[config.mk]
export PLATFORM = sky130hd
export DESIGN_NAME = memory_access
export DESIGN_NICKNAME = d
export VERILOG_FILES = /design/src/rtl/memory_access.sv
export SDC_FILE = /design/constraint.sdc
export NUM_CORES = 1
export LEC_CHECK = 0
export ABC_AREA = 0
export ABC_CLOCK_PERIOD_IN_PS = 3100
export BUFFER_PORTS_ARGS = -buffer_cell sky130_fd_sc_hd__buf_2
export CORE_AREA = 2 2 177 179
export DETAILED_ROUTE_END_ITERATION = 16
export DIE_AREA = 0 0 179 181
export GPL_TIMING_DRIVEN = 0
export HOLD_SLACK_MARGIN = 0.03
export PLACE_DENSITY = 0.85
export SLEW_MARGIN = 20
export SYNTH_ARGS = -nofsm -noshare
export SYNTH_HDL_FRONTEND = slang
export SYNTH_SLANG_ARGS = --single-unit
[constraint.sdc]
create_clock -name clk -period 3.1 [get_ports clk]
set_input_delay 0.62 -clock clk [delete_from_list [all_inputs] [get_ports clk]]
set_output_delay 0.62 -clock clk [all_outputs]
set_load 0.05 [all_outputs]
[src/rtl/memory_access.sv]
// MEM stage of the RV32I pipeline: one req/ack data-memory transaction per load/store,
// byte-lane alignment, branch resolution and the MEM/WB register.
module memory_access #(
    parameter int ACK_TIMEOUT = 64
) (
    input  logic        clk,
    input  logic        rst,
    input  logic        keep,
    input  logic        nop,
    input  logic [31:0] ALU_co_pype,
    input  logic [31:0] read_data2_pype2,
    input  logic [31:0] PCBranch_pype,
    input  logic [31:0] PCp4_pype2,
    input  logic [4:0]  WReg_pype2,
    input  logic        RegWrite_pype2,
    input  logic [1:0]  MemtoReg_pype2,
    input  logic [1:0]  MemRW_pype2,
    input  logic [2:0]  MemBranch_pype2,
    input  logic [31:0] Instraction_pype2,
    input  logic [31:0] dmem_rdata,
    input  logic        dmem_ack,
    output logic        dmem_req,
    output logic        dmem_we,
    output logic [31:0] dmem_addr,
    output logic [31:0] dmem_wdata,
    output logic [3:0]  dmem_be,
    output logic        stall_mem,
    output logic        branch_taken,
    output logic [31:0] branch_PC,
    output logic        mem_err,
    output logic [31:0] ALU_co_pype3,
    output logic [31:0] load_data_pype3,
    output logic [31:0] PCp4_pype3,
    output logic [4:0]  WReg_pype3,
    output logic        RegWrite_pype3,
    output logic [1:0]  MemtoReg_pype3,
    output logic [31:0] Instraction_pype3
);
    typedef enum logic [1:0] {IDLE, ACCESS, DONE} state_t;
    localparam int CW = $clog2(ACK_TIMEOUT + 1);

    state_t        r_state;
    logic [CW-1:0] r_waitCnt;
    logic [31:0]   r_aluHold, r_pcp4Hold, r_instrHold, r_loadData;
    logic [4:0]    r_wregHold;
    logic          r_regWriteHold, r_isLoad;
    logic [1:0]    r_memtoRegHold, r_offset;
    logic [2:0]    r_funct3;

    logic [2:0]  w_funct3;
    logic        w_isLoad, w_isStore, w_memOp, w_isByte, w_isHalf, w_aligned;
    logic        w_start, w_misaligned, w_timeout, w_taken;
    logic [31:0] w_storeData, w_loadExt;
    logic [3:0]  w_storeBe;
    logic [7:0]  w_byte;
    logic [15:0] w_half;
    logic        w_wrPype3, w_nRegWrite;
    logic [31:0] w_nAlu, w_nLoad, w_nPcp4, w_nInstr;
    logic [4:0]  w_nWReg;
    logic [1:0]  w_nMemtoReg;

    assign w_funct3     = Instraction_pype2[14:12];
    assign w_isLoad     = (MemRW_pype2 == 2'b01);
    assign w_isStore    = (MemRW_pype2 == 2'b10);
    assign w_memOp      = w_isLoad | w_isStore;
    assign w_isByte     = (w_funct3[1:0] == 2'b00);
    assign w_isHalf     = (w_funct3[1:0] == 2'b01);
    assign w_aligned    = w_isByte | (w_isHalf & ~ALU_co_pype[0])
                        | (~w_isByte & ~w_isHalf & (ALU_co_pype[1:0] == 2'b00));
    assign w_start      = (r_state == IDLE) && w_memOp && !nop && w_aligned;
    assign w_misaligned = (r_state == IDLE) && w_memOp && !nop && !w_aligned;
    assign w_timeout    = (r_state == ACCESS) && !dmem_ack && (r_waitCnt == CW'(ACK_TIMEOUT - 1));

    // DONE also stalls: upstream advanced at the ack edge and that instruction must wait a cycle.
    assign stall_mem = !rst && (w_start || ((r_state == ACCESS) && !dmem_ack && !w_timeout)
                                || (r_state == DONE));

    always_comb begin
        w_taken = 1'b0;
        case (MemBranch_pype2)
            3'b001:         w_taken = (ALU_co_pype == 32'd0);
            3'b010:         w_taken = (ALU_co_pype != 32'd0);
            3'b011, 3'b110: w_taken = ALU_co_pype[0];
            3'b101, 3'b111: w_taken = !ALU_co_pype[0];
            3'b100:         w_taken = 1'b1;
            default:        w_taken = 1'b0;
        endcase
    end

    always_comb begin
        w_storeData = read_data2_pype2;
        w_storeBe   = 4'b1111;
        if (w_isByte) begin
            w_storeData = {4{read_data2_pype2[7:0]}};
            w_storeBe   = 4'b0001 << ALU_co_pype[1:0];
        end else if (w_isHalf) begin
            w_storeData = {2{read_data2_pype2[15:0]}};
            w_storeBe   = ALU_co_pype[1] ? 4'b1100 : 4'b0011;
        end
    end

    always_comb begin
        w_byte = dmem_rdata[7:0];
        case (r_offset)
            2'b01:   w_byte = dmem_rdata[15:8];
            2'b10:   w_byte = dmem_rdata[23:16];
            2'b11:   w_byte = dmem_rdata[31:24];
            default: w_byte = dmem_rdata[7:0];
        endcase
        w_half    = r_offset[1] ? dmem_rdata[31:16] : dmem_rdata[15:0];
        w_loadExt = dmem_rdata;
        case (r_funct3)
            3'b000:  w_loadExt = {{24{w_byte[7]}}, w_byte};
            3'b001:  w_loadExt = {{16{w_half[15]}}, w_half};
            3'b100:  w_loadExt = {24'd0, w_byte};
            3'b101:  w_loadExt = {16'd0, w_half};
            default: w_loadExt = dmem_rdata;
        endcase
    end

    // Next MEM/WB contents; anything not explicitly passed through is a bubble.
    always_comb begin
        w_wrPype3   = 1'b0;
        w_nAlu      = '0;
        w_nLoad     = '0;
        w_nPcp4     = '0;
        w_nWReg     = '0;
        w_nRegWrite = 1'b0;
        w_nMemtoReg = '0;
        w_nInstr    = '0;
        if (!keep) begin
            case (r_state)
                IDLE: begin
                    w_wrPype3 = 1'b1;
                    if (!nop && !w_memOp) begin
                        w_nAlu      = ALU_co_pype;
                        w_nPcp4     = PCp4_pype2;
                        w_nWReg     = WReg_pype2;
                        w_nRegWrite = RegWrite_pype2;
                        w_nMemtoReg = MemtoReg_pype2;
                        w_nInstr    = Instraction_pype2;
                    end
                end
                ACCESS: w_wrPype3 = w_timeout;
                DONE: begin
                    w_wrPype3   = 1'b1;
                    w_nAlu      = r_aluHold;
                    w_nLoad     = r_loadData;
                    w_nPcp4     = r_pcp4Hold;
                    w_nWReg     = r_wregHold;
                    w_nRegWrite = r_regWriteHold;
                    w_nMemtoReg = r_memtoRegHold;
                    w_nInstr    = r_instrHold;
                end
                default: w_wrPype3 = 1'b1;
            endcase
        end
    end

    always_ff @(posedge clk) begin
        if (rst) begin
            r_state           <= IDLE;
            r_waitCnt         <= '0;
            dmem_req          <= 1'b0;
            dmem_we           <= 1'b0;
            dmem_addr         <= '0;
            dmem_wdata        <= '0;
            dmem_be           <= '0;
            branch_taken      <= 1'b0;
            branch_PC         <= '0;
            mem_err           <= 1'b0;
            ALU_co_pype3      <= '0;
            load_data_pype3   <= '0;
            PCp4_pype3        <= '0;
            WReg_pype3        <= '0;
            RegWrite_pype3    <= 1'b0;
            MemtoReg_pype3    <= '0;
            Instraction_pype3 <= '0;
            r_aluHold         <= '0;
            r_pcp4Hold        <= '0;
            r_instrHold       <= '0;
            r_loadData        <= '0;
            r_wregHold        <= '0;
            r_regWriteHold    <= 1'b0;
            r_isLoad          <= 1'b0;
            r_memtoRegHold    <= '0;
            r_offset          <= '0;
            r_funct3          <= '0;
        end else begin
            branch_taken <= 1'b0;
            mem_err      <= 1'b0;
            if (w_wrPype3) begin
                ALU_co_pype3      <= w_nAlu;
                load_data_pype3   <= w_nLoad;
                PCp4_pype3        <= w_nPcp4;
                WReg_pype3        <= w_nWReg;
                RegWrite_pype3    <= w_nRegWrite;
                MemtoReg_pype3    <= w_nMemtoReg;
                Instraction_pype3 <= w_nInstr;
            end
            case (r_state)
                IDLE: begin
                    if (w_start) begin
                        r_state        <= ACCESS;
                        r_waitCnt      <= '0;
                        dmem_req       <= 1'b1;
                        dmem_we        <= w_isStore;
                        dmem_addr      <= {ALU_co_pype[31:2], 2'b00};
                        dmem_wdata     <= w_storeData;
                        dmem_be        <= w_storeBe;
                        r_aluHold      <= ALU_co_pype;
                        r_pcp4Hold     <= PCp4_pype2;
                        r_instrHold    <= Instraction_pype2;
                        r_wregHold     <= WReg_pype2;
                        r_regWriteHold <= RegWrite_pype2 && w_isLoad;
                        r_memtoRegHold <= MemtoReg_pype2;
                        r_isLoad       <= w_isLoad;
                        r_offset       <= ALU_co_pype[1:0];
                        r_funct3       <= w_funct3;
                    end else if (w_misaligned) begin
                        mem_err <= 1'b1;
                    end else if (w_taken && !keep && !nop && !w_memOp) begin
                        branch_taken <= 1'b1;
                        branch_PC    <= PCBranch_pype;
                    end
                end
                ACCESS: begin
                    if (dmem_ack) begin
                        dmem_req   <= 1'b0;
                        dmem_we    <= 1'b0;
                        r_loadData <= r_isLoad ? w_loadExt : '0;
                        r_state    <= DONE;
                    end else if (w_timeout) begin
                        dmem_req <= 1'b0;
                        dmem_we  <= 1'b0;
                        mem_err  <= 1'b1;
                        r_state  <= IDLE;
                    end else begin
                        r_waitCnt <= r_waitCnt + 1'b1;
                    end
                end
                DONE: begin
                    if (!keep) r_state <= IDLE;
                end
                default: r_state <= IDLE;
            endcase
        end
    end
endmodule

==> impl_summary.log <==
[metrics] source of the worst register-to-register timing path: r_state[1]
[metrics] transition at the pin with the smallest max-transition slack: between 0.9 and 1 ns
[metrics] GR Util All Layers: approximately a third
[metrics] Vias per Instance: roughly 5.8
[metrics] count of cell types in the netlist: 44
[metrics] Post-Place Worst Slack: -0.4381 ns
[metrics] maximum clock skew at final layout: between 0.01 and 0.015 ns
[metrics] row count: 64
[metrics] number of flops mapped to enable cells by yosys: 0
[metrics] IO Pins: roughly 450
[metrics] achievable clock frequency: between 300 and 400 MHz
[metrics] worst stage delay on the critical path: around 0.6 ns
[metrics] ordered cell list for the critical path: buf_2, inv_1, ha_1, nor4b_4, buf_6, clkbuf_1, clkbuf_1, a221oi_1, nor3_1
[metrics] effective utilization at floorplan: roughly half
[metrics] post-route setup TNS: 0 ns
[metrics] CTS root buf: sky130_fd_sc_hd__clkbuf_16
[metrics] Total Power Consumption: around 11000 µW
[metrics] remaining antenna violation count after routing: 0
[metrics] number of iterations in the first detailed-routing pass: 7
[metrics] HPWL reported at the end of detailed placement: around 42000 µm
[metrics] Bufs on Longest Clock Path: 3
[metrics] share of synthesized flip-flops with an asynchronous set or reset: 0%
[metrics] sort of element at the end of the critical path: flip-flop
[metrics] clock insertion delay at the later pin of the skew report: approximately 0.53 ns
[metrics] Worst Hold Class: in2reg
[metrics] top flip-flop cell by instance count after synthesis: sky130_fd_sc_hd__dfxtp_1
[metrics] Clock transition at path regs: around 0.060 ns
[metrics] routed wirelength normalized by instance count: ~21 µm
[metrics] main area contributors after synthesis: sky130_fd_sc_hd__dfxtp_1 (48%), sky130_fd_sc_hd__nand2_1 (7.4%), sky130_fd_sc_hd__a221oi_1 (6.2%), sky130_fd_sc_hd__a21oi_1 (5.9%), sky130_fd_sc_hd__nor2_1 (4.9%)
[metrics] Final Net Count: ~2400
[metrics] CP required: around 3.5 ns
[metrics] category of the most critical setup path: in2reg
[metrics] IO Port Bufs: between 400 and 500
[metrics] maximum fanout count along the critical path: 10
[metrics] most common cell type on the critical path: sky130_fd_sc_hd__clkbuf_1
[metrics] Peak supply drop: 422.3 µV
[metrics] DR vias: between 15000 and 20000
[metrics] most numerous cell in the Yosys netlist: sky130_fd_sc_hd__dfxtp_1
[metrics] total power density per cell area: ~610 nW/µm²
[metrics] setup repair after global routing missed its margin: no
[metrics] worst path setup slack after routing: 0.06652 ns
[metrics] Chip Width: 179 µm
[metrics] status: complete, no violations
[metrics] post-layout min period: approximately 3 ns
[metrics] via count of the first global-routing pass: roughly 15000
[metrics] maxcap violations: 0
[metrics] startpoint types: primary input
[metrics] total congestion overflow: 0
[metrics] hold buffer count at CTS: 0
[metrics] #FFs+latches synth: ~350
[metrics] worst hold margin: roughly 0.35 ns
[metrics] routability congestion estimate: between 0.9 and 1
[metrics] number of sinks driven by the clock tree: around 350
[metrics] number of buffers inserted during clock tree synthesis: 38
[metrics] Yosys top cell by area: sky130_fd_sc_hd__dfxtp_1
[metrics] syn_area_per_cell: between 8 and 9 µm²
[metrics] wire length of the first global-routing pass: 82320 µm
[metrics] Synth Warn #: 0
[metrics] Slew HR: 39.96%
[metrics] number of H-tree branching levels: 2
[metrics] Iteration-0 DRC Markers: ~1500
[metrics] Hold Vio Cnt, Final: 0
[metrics] area growth from synthesis to final layout: 27.59%
[metrics] kind of cell with the highest combined delay on the critical path: buffers and inverters
[metrics] fraction of layout instances using a drive strength above 1: around a quarter
[metrics] area share of the largest cell type after synthesis: 48.32%
[metrics] highest-delay cell along the critical path: sky130_fd_sc_hd__clkbuf_1
[metrics] total core area: 30350 µm²
[metrics] buffering stage count on the worst path with inverters included: 5
[metrics] max-slew violations: 0
[metrics] worst endpoint data arrival time: ~3.5 ns
[metrics] antenna violations before repair: 17
[metrics] sum of routed wire length over all layers: between 50000 and 60000 µm
[metrics] leading cell types by count after synthesis: sky130_fd_sc_hd__dfxtp_1 (354), sky130_fd_sc_hd__nand2_1 (290), sky130_fd_sc_hd__nor2_1 (190)
[metrics] Total Die Area: 32400 µm²
[metrics] Static Leakage: roughly 0.0078 µW
[metrics] Hold Startpoint: WReg_pype2[2]
[metrics] Post-Syn Instances: around 1700
[metrics] worst setup path start: MemRW_pype2[0]
[metrics] portion of the post-synthesis area used by sequential elements: between 40% and 50%
[metrics] portion of the clock cycle consumed by the worst path in the final layout: 97.85%
[metrics] total DRC errors in the routed layout: 0
[metrics] clock tree from TritonCTS: built
[metrics] pin count of the biggest net entering global routing: 20
[metrics] height of the die: about 180 µm
[metrics] endpoints failing setup: 0
[metrics] Cell Area, Synth: 14670 µm²
==> placed cells by master, fill, tap and decap left out, types with 57 or more instances in the layout <==
cell type and n:
sky130_fd_sc_hd__nor2_1 190, sky130_fd_sc_hd__clkbuf_1 122, sky130_fd_sc_hd__buf_2 478, sky130_fd_sc_hd__dfxtp_1 354, sky130_fd_sc_hd__nand2b_1 83, sky130_fd_sc_hd__nor3_1 114
sky130_fd_sc_hd__mux2i_1 57, sky130_fd_sc_hd__a221oi_1 104, sky130_fd_sc_hd__nand2_1 290, sky130_fd_sc_hd__a21oi_1 172
==> sequential cells by signal (all words and copies together), names as in the netlist, 32 cells and up <==
name / flops
load_data_pype3: 32
dmem_wdata: 32
Instraction_pype3: 32
branch_PC: 32
r_loadData: 32
r_pcp4Hold: 32
r_aluHold: 32
PCp4_pype3: 32
ALU_co_pype3: 32
r_instrHold: 32
==> per-layer routing <==
metal  part of all wire (%)  track usage, %  wire (µm)
met1                     36           37.33      20240
met2                     47           55.00      26140
met3                     10           7.744       5529
met4                    6.4           19.61       3580
met5                  0.070               0         39
==> where the power goes <==
group | internal, µW | leakage, µW | total (µW) | switching (µW)
Sequential | 4750 | 0.00288 | 4880 | 123
Combinational | 540 | 0.00434 | 1950 | 1410
Clock | 2690 | 0.000608 | 4540 | 1850
Total | 7990 | 0.00783 | 11400 | 3380
==> metrics by stage <==
step                      cells  instance area, µm²  util (%)
after detailed placement   2585               17420     57.38
after floorplan            1743               14670         -
after CTS                  2651               18670     61.51
after global placement     2584               17390     57.31
after global routing       2664               18710     61.65
final                      2665               18710     61.65
==> worst register-to-register path, stage by stage (launching register included) <==
cell,delay (ns)
sky130_fd_sc_hd__dfxtp_1,0.34
sky130_fd_sc_hd__nor4b_4,0.57
sky130_fd_sc_hd__buf_6,0.22
sky130_fd_sc_hd__clkbuf_1,0.61
sky130_fd_sc_hd__clkbuf_1,0.58
sky130_fd_sc_hd__a221oi_1,0.25
sky130_fd_sc_hd__nor3_1,0.19
==> area by class of cell <==
cell class	instances	area [µm²]
Antenna cell	14	35.03
Buffer	189	908.4
Clock buffer	62	1185
Clock inverter	6	57.56
Fill cell	2599	11640
Inverter	4	15.01
Multi-Input combinational cell	1193	6680
Sequential cell	354	7087
Tap cell	396	495.5
Timing Repair Buffer	447	2248
==> path summary, 6_finish.rpt <==
check / endpoint / slack, ns / depth (start not counted)
setup reg to reg: Instraction_pype3[0] / 0.24 / 6
hold reg to reg: r_loadData[11] / 0.45 / 2
hold / removal: r_wregHold[2] / 0.35 / 3
setup / recovery: Instraction_pype3[0] / 0.07 / 9
==> cell families (layout without fill, tap and decap cells) <==
family | count (synthesis) | in the layout | synth area share, %
mux | 66 | 66 | 4.582
fa+ha+maj | 3 | 3 | 0.2560
xor+xnor | 5 | 5 | 0.2986
buf+inv | 196 | 708 | 6.296
compound gates | 373 | 373 | 16.65
flops | 354 | 354 | 48.32
simple gates | 744 | 744 | 23.57
other cells | 1 | 16 | 0.02557
==> repair_timing <==
item,4_1_cts,5_1_grt
setup endpoints to repair,1,1
pin swaps,0,1
gates resized for setup,6,3
buffers inserted,0,1
endpoints found under the hold margin,0,0
(Power assumes the default switching activity.)
